<file path="src/rtl/lr35902_pkg.sv">
// Shared constants and types for the LR35902 interrupt controller.
package lr35902_pkg;

  // Source count and indices; index 0 has the highest priority.
  localparam int unsigned INT_NUM_SRC = 5;
  localparam int unsigned INT_VBLANK  = 0;
  localparam int unsigned INT_STAT    = 1;
  localparam int unsigned INT_TIMER   = 2;
  localparam int unsigned INT_SERIAL  = 3;
  localparam int unsigned INT_JOYPAD  = 4;

  // Restart vector of source 0; source i lands at base + 8*i.
  localparam logic [7:0] INT_VEC_BASE = 8'h40;

  // Register select: 0xFF0F (IF) and 0xFFFF (IE).
  localparam logic ADR_IF = 1'b0;
  localparam logic ADR_IE = 1'b1;

  typedef enum logic [0:0] {
    StIdle,
    StPend
  } int_state_e;

  // Restart vector for a given source index.
  function automatic logic [7:0] int_vector(input logic [7:0] base, input logic [2:0] idx);
    return base + {2'b00, idx, 3'b000};
  endfunction

endpackage

</file>
<file path="src/rtl/lr35902_int_ctrl_if.sv">
// Register bus, request lines and CPU dispatch handshake of the interrupt controller.
interface lr35902_int_ctrl_if #(
  parameter int unsigned NUM_SRC = 5
);
  logic [7:0]         din;
  logic [7:0]         dout;
  logic               adr;
  logic               read;
  logic               write;
  logic [NUM_SRC-1:0] irq_in;
  logic               ime;
  logic               int_ack;
  logic               int_req;
  logic [7:0]         int_vec;
  logic               wake;

  // CPU / peripheral side.
  modport master (
    output din, adr, read, write, irq_in, ime, int_ack,
    input  dout, int_req, int_vec, wake
  );

  // Controller side.
  modport slave (
    input  din, adr, read, write, irq_in, ime, int_ack,
    output dout, int_req, int_vec, wake
  );
endinterface

</file>
<file path="src/rtl/lr35902_int_prio.sv">
// Fixed-priority encoder: lowest set index wins.
module lr35902_int_prio #(
  parameter int unsigned NUM_SRC = 5
) (
  input  logic [NUM_SRC-1:0] req,
  output logic               valid,
  output logic [NUM_SRC-1:0] grant,
  output logic [2:0]         index
);

  // Scan from the top down so the lowest set bit is the last one to overwrite.
  always_comb begin
    valid = |req;
    grant = '0;
    index = '0;
    for (int i = NUM_SRC - 1; i >= 0; i--) begin
      if (req[i]) begin
        grant    = '0;
        grant[i] = 1'b1;
        index    = 3'(i);
      end
    end
  end

endmodule

</file>
<file path="src/rtl/lr35902_int_ctrl.sv">
// LR35902 interrupt controller: IF/IE registers, fixed-priority dispatch FSM,
// restart vector generation and HALT/STOP wake.
module lr35902_int_ctrl
  import lr35902_pkg::*;
#(
  parameter int unsigned NUM_SRC  = INT_NUM_SRC,
  parameter logic [7:0]  VEC_BASE = INT_VEC_BASE
) (
  input logic               clk,
  input logic               reset,
  lr35902_int_ctrl_if.slave bus
);

  logic [NUM_SRC-1:0] if_q, if_d;
  logic [7:0]         ie_q, ie_d;
  logic [7:0]         dout_q, dout_d;
  int_state_e         state_q, state_d;

  logic [NUM_SRC-1:0] pending;
  logic               pend_valid;
  logic [NUM_SRC-1:0] pend_grant;
  logic [2:0]         pend_idx;
  logic [NUM_SRC-1:0] ack_clr;
  logic               int_req;
  logic [7:0]         int_vec;
  logic [7:0]         if_rd;

  assign pending = if_q & ie_q[NUM_SRC-1:0];

  lr35902_int_prio #(
    .NUM_SRC(NUM_SRC)
  ) u_prio (
    .req  (pending),
    .valid(pend_valid),
    .grant(pend_grant),
    .index(pend_idx)
  );

  // Dispatch FSM: request while pending, vector tracks the live winner.
  always_comb begin
    state_d = state_q;
    int_req = 1'b0;
    int_vec = 8'h00;
    ack_clr = '0;
    unique case (state_q)
      StIdle: begin
        if (bus.ime && pend_valid) state_d = StPend;
      end
      StPend: begin
        int_req = 1'b1;
        if (pend_valid) int_vec = int_vector(VEC_BASE, pend_idx);
        // Ack takes precedence over ime dropping; a cancelled dispatch clears nothing.
        if (bus.int_ack) begin
          ack_clr = pend_grant;
          state_d = StIdle;
        end else if (!bus.ime) begin
          state_d = StIdle;
        end
      end
      default: state_d = StIdle;
    endcase
  end

  // Register next state: CPU write, then ack clear, then pulses on top.
  always_comb begin
    if_d = if_q;
    ie_d = ie_q;
    if (bus.write && bus.adr == ADR_IF) if_d = bus.din[NUM_SRC-1:0];
    if (bus.write && bus.adr == ADR_IE) ie_d = bus.din;
    if_d = (if_d & ~ack_clr) | bus.irq_in;
  end

  // Read mux; unused IF bits read as ones.
  always_comb begin
    if_rd                = '1;
    if_rd[NUM_SRC-1:0]   = if_q;
    dout_d               = dout_q;
    if (bus.read) dout_d = (bus.adr == ADR_IE) ? ie_q : if_rd;
  end

  // State and register storage.
  always_ff @(posedge clk or posedge reset) begin
    if (reset) begin
      if_q    <= '0;
      ie_q    <= 8'h00;
      dout_q  <= 8'h00;
      state_q <= StIdle;
    end else begin
      if_q    <= if_d;
      ie_q    <= ie_d;
      dout_q  <= dout_d;
      state_q <= state_d;
    end
  end

  assign bus.dout    = dout_q;
  assign bus.int_req = int_req;
  assign bus.int_vec = int_vec;
  assign bus.wake    = |pending;

endmodule

</file>
<file path="src/flat_wrapper.sv">
// flat-port wrapper written by rule: the top's interface ports become plain ports
module lr35902_int_ctrl_flat import lr35902_pkg::*;
#(
  parameter int unsigned NUM_SRC  = INT_NUM_SRC,
  parameter logic [7:0]  VEC_BASE = INT_VEC_BASE
)
  (clk, reset, bus_din, bus_adr, bus_read, bus_write, bus_irq_in, bus_ime, bus_int_ack, bus_dout, bus_int_req, bus_int_vec, bus_wake);
  lr35902_int_ctrl_if #(.NUM_SRC(NUM_SRC)) bus_i ();
  input logic clk;
  input logic reset;
  input wire logic [$bits(bus_i.din)-1:0] bus_din;
  input wire logic [$bits(bus_i.adr)-1:0] bus_adr;
  input wire logic [$bits(bus_i.read)-1:0] bus_read;
  input wire logic [$bits(bus_i.write)-1:0] bus_write;
  input wire logic [$bits(bus_i.irq_in)-1:0] bus_irq_in;
  input wire logic [$bits(bus_i.ime)-1:0] bus_ime;
  input wire logic [$bits(bus_i.int_ack)-1:0] bus_int_ack;
  output wire logic [$bits(bus_i.dout)-1:0] bus_dout;
  output wire logic [$bits(bus_i.int_req)-1:0] bus_int_req;
  output wire logic [$bits(bus_i.int_vec)-1:0] bus_int_vec;
  output wire logic [$bits(bus_i.wake)-1:0] bus_wake;
  assign bus_i.din = bus_din;
  assign bus_i.adr = bus_adr;
  assign bus_i.read = bus_read;
  assign bus_i.write = bus_write;
  assign bus_i.irq_in = bus_irq_in;
  assign bus_i.ime = bus_ime;
  assign bus_i.int_ack = bus_int_ack;
  assign bus_dout = bus_i.dout;
  assign bus_int_req = bus_i.int_req;
  assign bus_int_vec = bus_i.int_vec;
  assign bus_wake = bus_i.wake;
  lr35902_int_ctrl #(.NUM_SRC(NUM_SRC), .VEC_BASE(VEC_BASE)) u_core (.clk(clk), .reset(reset), .bus(bus_i));
endmodule
</file>
<file path="config.mk">
export PLATFORM = sky130hd
export DESIGN_NAME = lr35902_int_ctrl_flat
export DESIGN_NICKNAME = d
export VERILOG_FILES = /design/src/rtl/lr35902_pkg.sv /design/src/rtl/lr35902_int_ctrl_if.sv /design/src/rtl/lr35902_int_prio.sv /design/src/rtl/lr35902_int_ctrl.sv /design/src/flat_wrapper.sv
export SDC_FILE = /design/constraint.sdc
export NUM_CORES = 1
export LEC_CHECK = 0
export CAP_MARGIN = 20
export CORE_UTILIZATION = 47
export CTS_CLUSTER_SIZE = 25
export DETAILED_ROUTE_END_ITERATION = 6
export MAX_ROUTING_LAYER = met4
export PLACE_DENSITY = 0.93
export REMOVE_ABC_BUFFERS = 1
export SLEW_MARGIN = 20
export SYNTH_ARGS = -nofsm -noshare
export SYNTH_HDL_FRONTEND = slang
export SYNTH_SLANG_ARGS = --single-unit
</file>
<file path="constraint.sdc">
create_clock -name clk -period 2.2 [get_ports clk]
set_input_delay 0.33 -clock clk [delete_from_list [all_inputs] [get_ports clk]]
set_output_delay 0.33 -clock clk [all_outputs]
set_load 0.02 [all_outputs]
</file>
==> results.cfg <==
[critical_path]
r2r_setup_slack_ps = 760
max_stage_delay_ps = 440
critical_path_class = register to output pin
crit_fanout = 5
cp_top_family = simple AND/OR/NAND/NOR gates
r2r_end = u_core.state_q
ff2ff_path_depth = 3
worst-path-buf-inv = 1
crit_path_start_kind = register
cp.arrival_ps = 1780
cp_cell_sequence = a22o_4, or3b_4, and2_2, buf_2
critical-path-slowest-cell = dfrtp_1
r2r-start = u_core.if_q[0]
end_kind = output pin
required_ps = 1870
crit_start = u_core.if_q[0]

[timing]
final-max-slew-violation-count = 0
finalWorstSetupSlack_ps = 85.3
period_needed_ps = 2110
finalSetupViolCount = 0
grt_setup_unrepaired = no
hold_viol = 0
clock_skew_ps = 1.22
period_share_pct = 96.1
fmax_mhz = 473
tns_ps = 0

[hold_path]
min_path_type = primary input to async pin

[yosys]
seq_area_frac_synth_pct = 51.8
synthCells = 94
async_reset_ff_share_pct = 100
synth_top_area_cell = dfrtp_1
dominantRegCellSynth = dfrtp_1
synth.avg_cell_area_um2 = 11.3
synth_edf_count = 0
synth.area.top_cells = dfrtp_1, mux2_2, mux2i_1
yosysMostFrequentCell = dfrtp_1
ys_ff_latch = 22
synth.top_cells.by_count = dfrtp_1, mux2_2, mux2i_1, nand2_1, nor2_1
synth_cell_types = 31
synth_top_area_share_pct = 51.8
yosys_warnings = 0
synth_area_um2 = 1060

[floorplan]
row_count = 16
die_height_um = 49.5
die_width_um = 49.5
core-area_um2 = 2040
initial_core_util_pct = 52.0
dieArea_um2 = 2450
io_pins = 38

[clocking]
cts_hold_buffers = 0
clock_sinks = 22
cts.path.max_buffers = 2
clkLatencyLatePin_ps = 310
cts_root_buf = clkbuf_4
cts_tree = yes
postCtsSetupBuffers = 0
cts_buffers = 3
htree_num_levels = 1
path_clk_slew_ps = 120

[run_status]
status = complete, no violations

[routing]
first_pass_iters = 6
drtIter0Drc = 9
vias_per_cell = 5.38
drc = 0
wire_per_inst_um = 14.2
num_vias = 844
wl_um = 2240
ant_nets = 0

[placement]
globalplace.congestion = 0.839
dp_hpwl_um = 1710
dp_slack_ps = 51.7
dp_cells = 153
io_buffers = 33

[global_routing]
grt_pass1_wl_um = 3770
grt_start_max_net_pins = 23
grt_usage_pct = 21.1
antenna_found_initial = 0
first_global_vias = 855
grt_overflow_total = 0

[final_layout]
fin_cells = 157
n_antenna_cell = 0
fin_nets = 151
syn2layout_area_growth_pct = 37.6
drive_above_1_share_pct = 16.2

[flow_run]
max-cap-violations = 0

[pwr]
leakage_nw = 0.650
powerDensity_nw_per_um2 = 739
ir_drop_mv = 0.807
-- placed cells by master, fill, tap and decap left out, types with 2 or more instances in the layout --
| cell | instances |
|---|---|
| nor2_1 | 8 |
| inv_1 | 2 |
| o22a_1 | 2 |
| o21bai_1 | 4 |
| mux2i_1 | 8 |
| dlygate4sd2_1 | 2 |
| a21oi_1 | 6 |
| conb_1 | 4 |
| dfrtp_1 | 22 |
| mux2_2 | 9 |
| clkdlybuf4s50_1 | 29 |
| clkbuf_4 | 3 |
| nand2_1 | 8 |
| buf_4 | 2 |
-- per-layer routing --
| metal | share of wire (%) | up-vias | track usage, % |
|---|---|---|---|
| met2 | 52 | 26 | 35.6 |
| met1 | 42 | 407 | 23.5 |
| met4 | 1.9 | 0 | 9.05 |
| met5 | 0 | - | - |
| li1 | - | 405 | - |
| met3 | 3.8 | 6 | 5.25 |
-- metrics by stage --
stage	power (mW)	hold slack, ps	util (%)	cell area (µm²)
2_1_floorplan	0.649	319	-	1030
3_3_place_gp	0.772	480	69.2	1410
3_5_place_dp	0.784	493	69.2	1410
4_1_cts	1.09	342	71.4	1460
5_1_grt	1.13	377	71.6	1460
6_report	1.08	338	71.6	1460
-- power by group --
group          total (mW)  switching [mW]  internal (mW)
clock               0.308           0.124          0.184
sequential          0.493          0.0395          0.453
combinational       0.280           0.133          0.146
-- sequential cells by signal, summed over array words and instances (netlist names) --
signal and count:
u_core.state_q 1, u_core.if_q 5, u_core.ie_q 8, u_core.bus.dout 8
-- how the worst max path moves through the flow --
stage          slack, ps              to  cells after the start
2_1_floorplan        520  bus_int_vec[6]                      3
3_3_place_gp          80  bus_int_vec[6]                      4
3_5_place_dp          50  bus_int_vec[6]                      4
4_1_cts               80  bus_int_vec[6]                      4
5_1_grt               10  bus_int_vec[4]                      4
6_report              90  bus_int_vec[6]                      4
-- worst min-delay path: cells and delay by family --
| family | cells | cell delay, ps |
|---|---|---|
| buf+inv | 3 | 720 |
-- what timing repair did --
item / 4_1_cts / 5_1_grt
endpoints found under the setup margin: 3 / 1
resized for setup: 6 / 1
pin swaps: 0 / 0
-- final cells by class --
class                   instances  area, µm²
inverters                       2       7.51
fillers                       154        581
flip-flops and latches         22        551
multi-input cells              67        477
clock inverters                 1       30.0
well taps                      27       33.8
repair buffers                 35        340
clock buffers                   3       22.5
-- kinds of logic after synthesis --
| kind of cell | after synthesis | synth area share [%] |
|---|---|---|
| other | 1 | 0.353 |
| muxes | 17 | 17.1 |
| and+or+nand+nor | 28 | 13.4 |
| DFF | 22 | 51.8 |
| buffers and inverters | 8 | 4.36 |
| AOI/OAI and AO/OA | 18 | 13.0 |
Note: power is estimated with default switching activity, not from simulation.
